[src/rtl/obstacle_scheduler.sv]
// Obstacle column/lane scheduler for the LCD runner game.
// Steps an obstacle right-to-left once every STEP_CYCLES clocks and picks new lanes with an LFSR.
module obstacle_scheduler #(
    parameter logic [23:0] STEP_CYCLES = 24'd1000000,
    parameter logic [7:0]  LFSR_SEED   = 8'hA5
) (
    input  logic       clk,
    input  logic       rst,
    input  logic       start,
    input  logic       pause,
    input  logic       stop,
    output logic [3:0] pos,
    output logic       zero_top_one_bottom,
    output logic       next,
    output logic       passed,
    output logic [7:0] passed_count,
    output logic       busy
);

    typedef enum logic [1:0] {StIdle, StRun, StPaused, StStopped} state_e;

    state_e      state_q, state_d;
    logic [23:0] cnt_q, cnt_d;
    logic [3:0]  pos_q, pos_d;
    logic        lane_q, lane_d;
    logic [7:0]  pcount_q, pcount_d;
    logic [7:0]  lfsr_q, lfsr_d;
    logic        upd_q, upd_d;
    logic        next_q, next_d;
    logic        passed_q, passed_d;
    logic        lfsr_fb;

    // Taps 8,6,5,4 of a left-shifting Fibonacci register.
    assign lfsr_fb = lfsr_q[7] ^ lfsr_q[5] ^ lfsr_q[4] ^ lfsr_q[3];

    always_comb begin
        state_d  = state_q;
        cnt_d    = cnt_q;
        pos_d    = pos_q;
        lane_d   = lane_q;
        pcount_d = pcount_q;
        lfsr_d   = {lfsr_q[6:0], lfsr_fb};
        upd_d    = 1'b0;
        // upd_q marks the cycle the new frame becomes visible; next follows it by one cycle.
        next_d   = upd_q;
        passed_d = 1'b0;

        unique case (state_q)
            StIdle, StStopped: begin
                if (start && !(state_q == StStopped && stop)) begin
                    state_d  = StRun;
                    pos_d    = 4'hF;
                    lane_d   = lfsr_q[0];
                    pcount_d = 8'd0;
                    cnt_d    = 24'd0;
                    upd_d    = 1'b1;
                end
            end
            StRun, StPaused: begin
                if (stop) begin
                    state_d = StStopped;
                end else if (pause) begin
                    state_d = StPaused;
                end else begin
                    // The resume cycle counts too, so a pause of N cycles delays by exactly N.
                    state_d = StRun;
                    if (cnt_q == STEP_CYCLES - 24'd1) begin
                        cnt_d = 24'd0;
                        upd_d = 1'b1;
                        if (pos_q == 4'h0) begin
                            pos_d    = 4'hF;
                            lane_d   = lfsr_q[0];
                            passed_d = 1'b1;
                            if (pcount_q != 8'hFF) begin
                                pcount_d = pcount_q + 8'd1;
                            end
                        end else begin
                            pos_d = pos_q - 4'd1;
                        end
                    end else begin
                        cnt_d = cnt_q + 24'd1;
                    end
                end
            end
            default: state_d = StIdle;
        endcase
    end

    always_ff @(posedge clk or posedge rst) begin
        if (rst) begin
            state_q  <= StIdle;
            cnt_q    <= 24'd0;
            pos_q    <= 4'hF;
            lane_q   <= 1'b1;
            pcount_q <= 8'd0;
            lfsr_q   <= LFSR_SEED;
            upd_q    <= 1'b0;
            next_q   <= 1'b0;
            passed_q <= 1'b0;
        end else begin
            state_q  <= state_d;
            cnt_q    <= cnt_d;
            pos_q    <= pos_d;
            lane_q   <= lane_d;
            pcount_q <= pcount_d;
            lfsr_q   <= lfsr_d;
            upd_q    <= upd_d;
            next_q   <= next_d;
            passed_q <= passed_d;
        end
    end

    assign pos                 = pos_q;
    assign zero_top_one_bottom = lane_q;
    assign next                = next_q;
    assign passed              = passed_q;
    assign passed_count        = pcount_q;
    assign busy                = (state_q == StRun) || (state_q == StPaused);

endmodule

[config.mk]
export PLATFORM = sky130hd
export DESIGN_NAME = obstacle_scheduler
export DESIGN_NICKNAME = d
export VERILOG_FILES = /design/src/rtl/obstacle_scheduler.sv
export SDC_FILE = /design/constraint.sdc
export NUM_CORES = 1
export LEC_CHECK = 0
export ABC_CLOCK_PERIOD_IN_PS = 2500
export CORE_MARGIN = 2
export CORE_UTILIZATION = 50
export DETAILED_ROUTE_END_ITERATION = 12
export MAX_ROUTING_LAYER = met4
export PLACE_DENSITY = 0.76
export SYNTH_ARGS = -nofsm -noshare
export SYNTH_HDL_FRONTEND = slang
export SYNTH_SLANG_ARGS = --single-unit
[constraint.sdc]
create_clock -name clk -period 2.5 [get_ports clk]
set_input_delay 0.375 -clock clk [delete_from_list [all_inputs] [get_ports clk]]
set_output_delay 0.375 -clock clk [all_outputs]
set_load 0.03 [all_outputs]
==> results.py <==
metrics = {
    "drt": {
        "via_per_inst": 5.62,
        "first_pass_iters": 4,
        "wire_per_inst_um": 15.0,
        "drc": 0,
        "initialDrtViolationCount": 128,
        "drtAntennaViolNets": 0,
        "wirelength_um": 5200,
        "route.vias.total": 1950,
    },
    "floorplanning": {
        "pin_count": 21,
        "coreArea_um2": 4720,
        "dieWidth_um": 73.8,
        "rows": 25,
        "die_y_um": 73.8,
        "initial_core_util": 0.515,
        "dieArea_um2": 5440,
    },
    "clock_tree": {
        "clk_latency_ns": 0.30,
        "cts-root-buf": "clkbuf_8",
        "cts_buffer_depth": 2,
        "cts_max_level": 2,
        "numCtsBuffers": 5,
        "clock-sinks": 50,
        "cts_tree": "yes",
        "path_clk_slew_ns": 0.09,
        "cts_hold_buffers": 0,
    },
    "grt": {
        "grt_pass1_vias": 1921,
        "grt_max_degree": 22,
        "antenna_found_initial": 0,
        "overflow": 0,
        "grt_pass1_wl_um": 8700,
        "grt_usage": 0.215,
    },
    "min_path": {
        "min-delay-path-class": "in2async",
    },
    "layout": {
        "final_design_area_no_fill_um2": 2940,
        "fill_cells": 396,
        "drive_above_1_share": 0.175,
        "post-route-util": 0.622,
        "nNetsFinal": 288,
        "antenna_cells": 0,
        "synthToLayoutAreaGrowth_pct": 20.8,
    },
    "sta": {
        "finalWorstSetupSlack_ns": 0.0843,
        "post-route-min-period_ns": 2.42,
        "drv_slew": 0,
        "tightest_slew_ns": 0.545,
        "slew_headroom": 0.636,
        "fmax_ghz": 0.414,
        "hold_viol": 0,
        "hold_slack_ns": 0.327,
        "period_share": 0.966,
        "skew_ns": 0.00868,
        "setup_viol": 0,
    },
    "synthesis": {
        "syn_nets": 252,
        "avgSynthCellArea_um2": 10.0,
        "ys_seq_area_frac": 0.519,
        "synth_cells": 243,
        "yosysMostFrequentCell": "dfrtp_1",
        "yosysUniqueCellTypes": 48,
        "yosysWarnings": 0,
        "synthFlopType": "dfrtp_1",
        "async_flop_share": 1.00,
        "synth_seq_cells": 50,
        "synth_area_leaders": "dfrtp_1 (42%), dfstp_2 (9.7%), xor2_1 (5.8%)",
        "synth_top_area_frac": 0.422,
        "yosys-top-cells-count": "dfrtp_1 (41), nor2_1 (27), nand2_1 (18)",
        "yosysTopAreaCell": "dfrtp_1",
        "synth_enable_flop_cells": 0,
        "syn_area_um2": 2430,
    },
    "placement": {
        "post-place-ws_ns": 0.0269,
        "gp_congestion": 0.870,
        "hpwl_um": 3770,
        "portBuffers": 20,
        "place_area_um2": 2820,
    },
    "power": {
        "p_leak_uw": 0.00125,
        "vdd_drop_max_v": 0.000523,
        "pwr-share-seq": 0.405,
        "power_frac_comb": 0.369,
        "p_sw_frac": 0.368,
        "power_density_nw_per_um2": 845,
        "p_int_uw": 1570,
        "clkPwrFrac": 0.225,
        "p_switching_uw": 915,
    },
    "run": {
        "cap_violations": 0,
    },
    "worst_setup_path": {
        "path_buf_inv": 1,
        "critical_path_cell_count": 6,
        "worstPathCellList": "or4b_1, or4_4, buf_4, or2_2, o21ai_0, o2bb2a_1",
        "cp-start-kind": "flip-flop",
        "cp_max_fo": 7,
        "path_class": "reg2reg",
        "cp_top_family": "simple AND/OR/NAND/NOR gates",
        "cpPeakStageDelay_ns": 0.55,
        "endpoint_kind": "flip-flop",
        "arrival_ns": 2.61,
        "r2r_cells": 6,
        "worst_ep_required_time_ns": 2.69,
        "critical_path.slowest_cell": "or4_4",
    },
    "outcome": {
        "status": "finished, final reports clean",
    },
}
[cells by family (layout without fill, tap and decap cells)]
| group | after synthesis | count (layout) | share of synthesized area |
|---|---|---|---|
| AO/OA/AOI/OAI | 35 | 35 | 0.0962 |
| XOR/XNOR | 20 | 20 | 0.0720 |
| adder cells (fa/ha/maj) | 4 | 4 | 0.0206 |
| buffers and inverters | 18 | 55 | 0.0334 |
| flip-flops | 50 | 50 | 0.519 |
| multiplexers | 1 | 1 | 0.00617 |
| AND/OR/NAND/NOR | 115 | 115 | 0.253 |
[state kept, by name, indices dropped and copies added, names as in the netlist]
signal,cells
passed,1
next_d,1
passed_count,8
lfsr_q,8
cnt_q,24
state_q,2
next,1
zero_top_one_bottom,1
pos,4
[power groups by stage]
stage / sequential [uW] / clock [uW] / combinational, uW
after floorplan: 1090 / 0 / 479
after global placement: 1020 / 0 / 901
after detailed placement: 1020 / 0 / 924
after CTS: 1010 / 574 / 925
after global routing: 1020 / 603 / 1020
final: 1010 / 560 / 917
[final cells by class]
cell class                      count  area (um2)  area share
Sequential cell                    50        1260       0.430
Multi-Input combinational cell    175        1110       0.378
Timing Repair Buffer               38         335       0.114
Tap cell                           67        83.8      0.0285
Clock buffer                        5        68.8      0.0234
Clock inverter                      3        40.0      0.0136
Inverter                            9        38.8      0.0132
[metrics by stage]
step                std cells  total power, uW  setup TNS, ns
floorplan                 243             1570              0
global placement          339             1920              0
detailed placement        339             1940              0
CTS                       347             2500              0
global route              347             2640       -0.00774
finish                    347             2480              0
[routing by layer]
| layer | GRT usage | part of all wire | vias up |
|---|---|---|---|
| met3 | 0.0453 | 0.039 | 7 |
| met5 | - | 0 | - |
| met1 | 0.269 | 0.46 | 955 |
| met4 | 0.0687 | 0.0094 | 0 |
| met2 | 0.350 | 0.50 | 43 |
| li1 | - | - | 945 |
[cells in the final DEF (no fill, tap or decap), types with 4 or more instances in the layout]
cell type and count:
a21oi_1 6, and3_1 5, and4_1 4, buf_4 18, clkbuf_8 5, clkdlybuf4s50_1 20
dfrtp_1 41, dfstp_2 9, inv_1 7, nand2_1 18, nand3_1 16, nand4_1 12
nor2_1 27, nor3_1 5, o21ai_0 8, o31ai_1 4, or3_1 5, xnor2_1 4
xor2_1 16
[path summary, 6_finish.rpt]
check,startpoint,end,slack (ns)
max,cnt_q[12]$_DFFE_PP0P_,passed_count[5]$_DFFE_PP0P_,0.08
min,rst,lfsr_q[4]$_DFF_PP0_,0.33
max reg2reg,cnt_q[12]$_DFFE_PP0P_,passed_count[5]$_DFFE_PP0P_,0.08
min reg2reg,next_d$_DFF_PP0_,next$_DFF_PP0_,0.35
max in group asynchronous,rst,cnt_q[20]$_DFFE_PP0P_,1.60
min in group clk,next_d$_DFF_PP0_,next$_DFF_PP0_,0.35
[repair_timing]
item,in CTS,in global routing
setup endpoints to repair,0,5
resized for setup,0,3
buffers inserted,0,0
(Power assumes the default switching activity.)
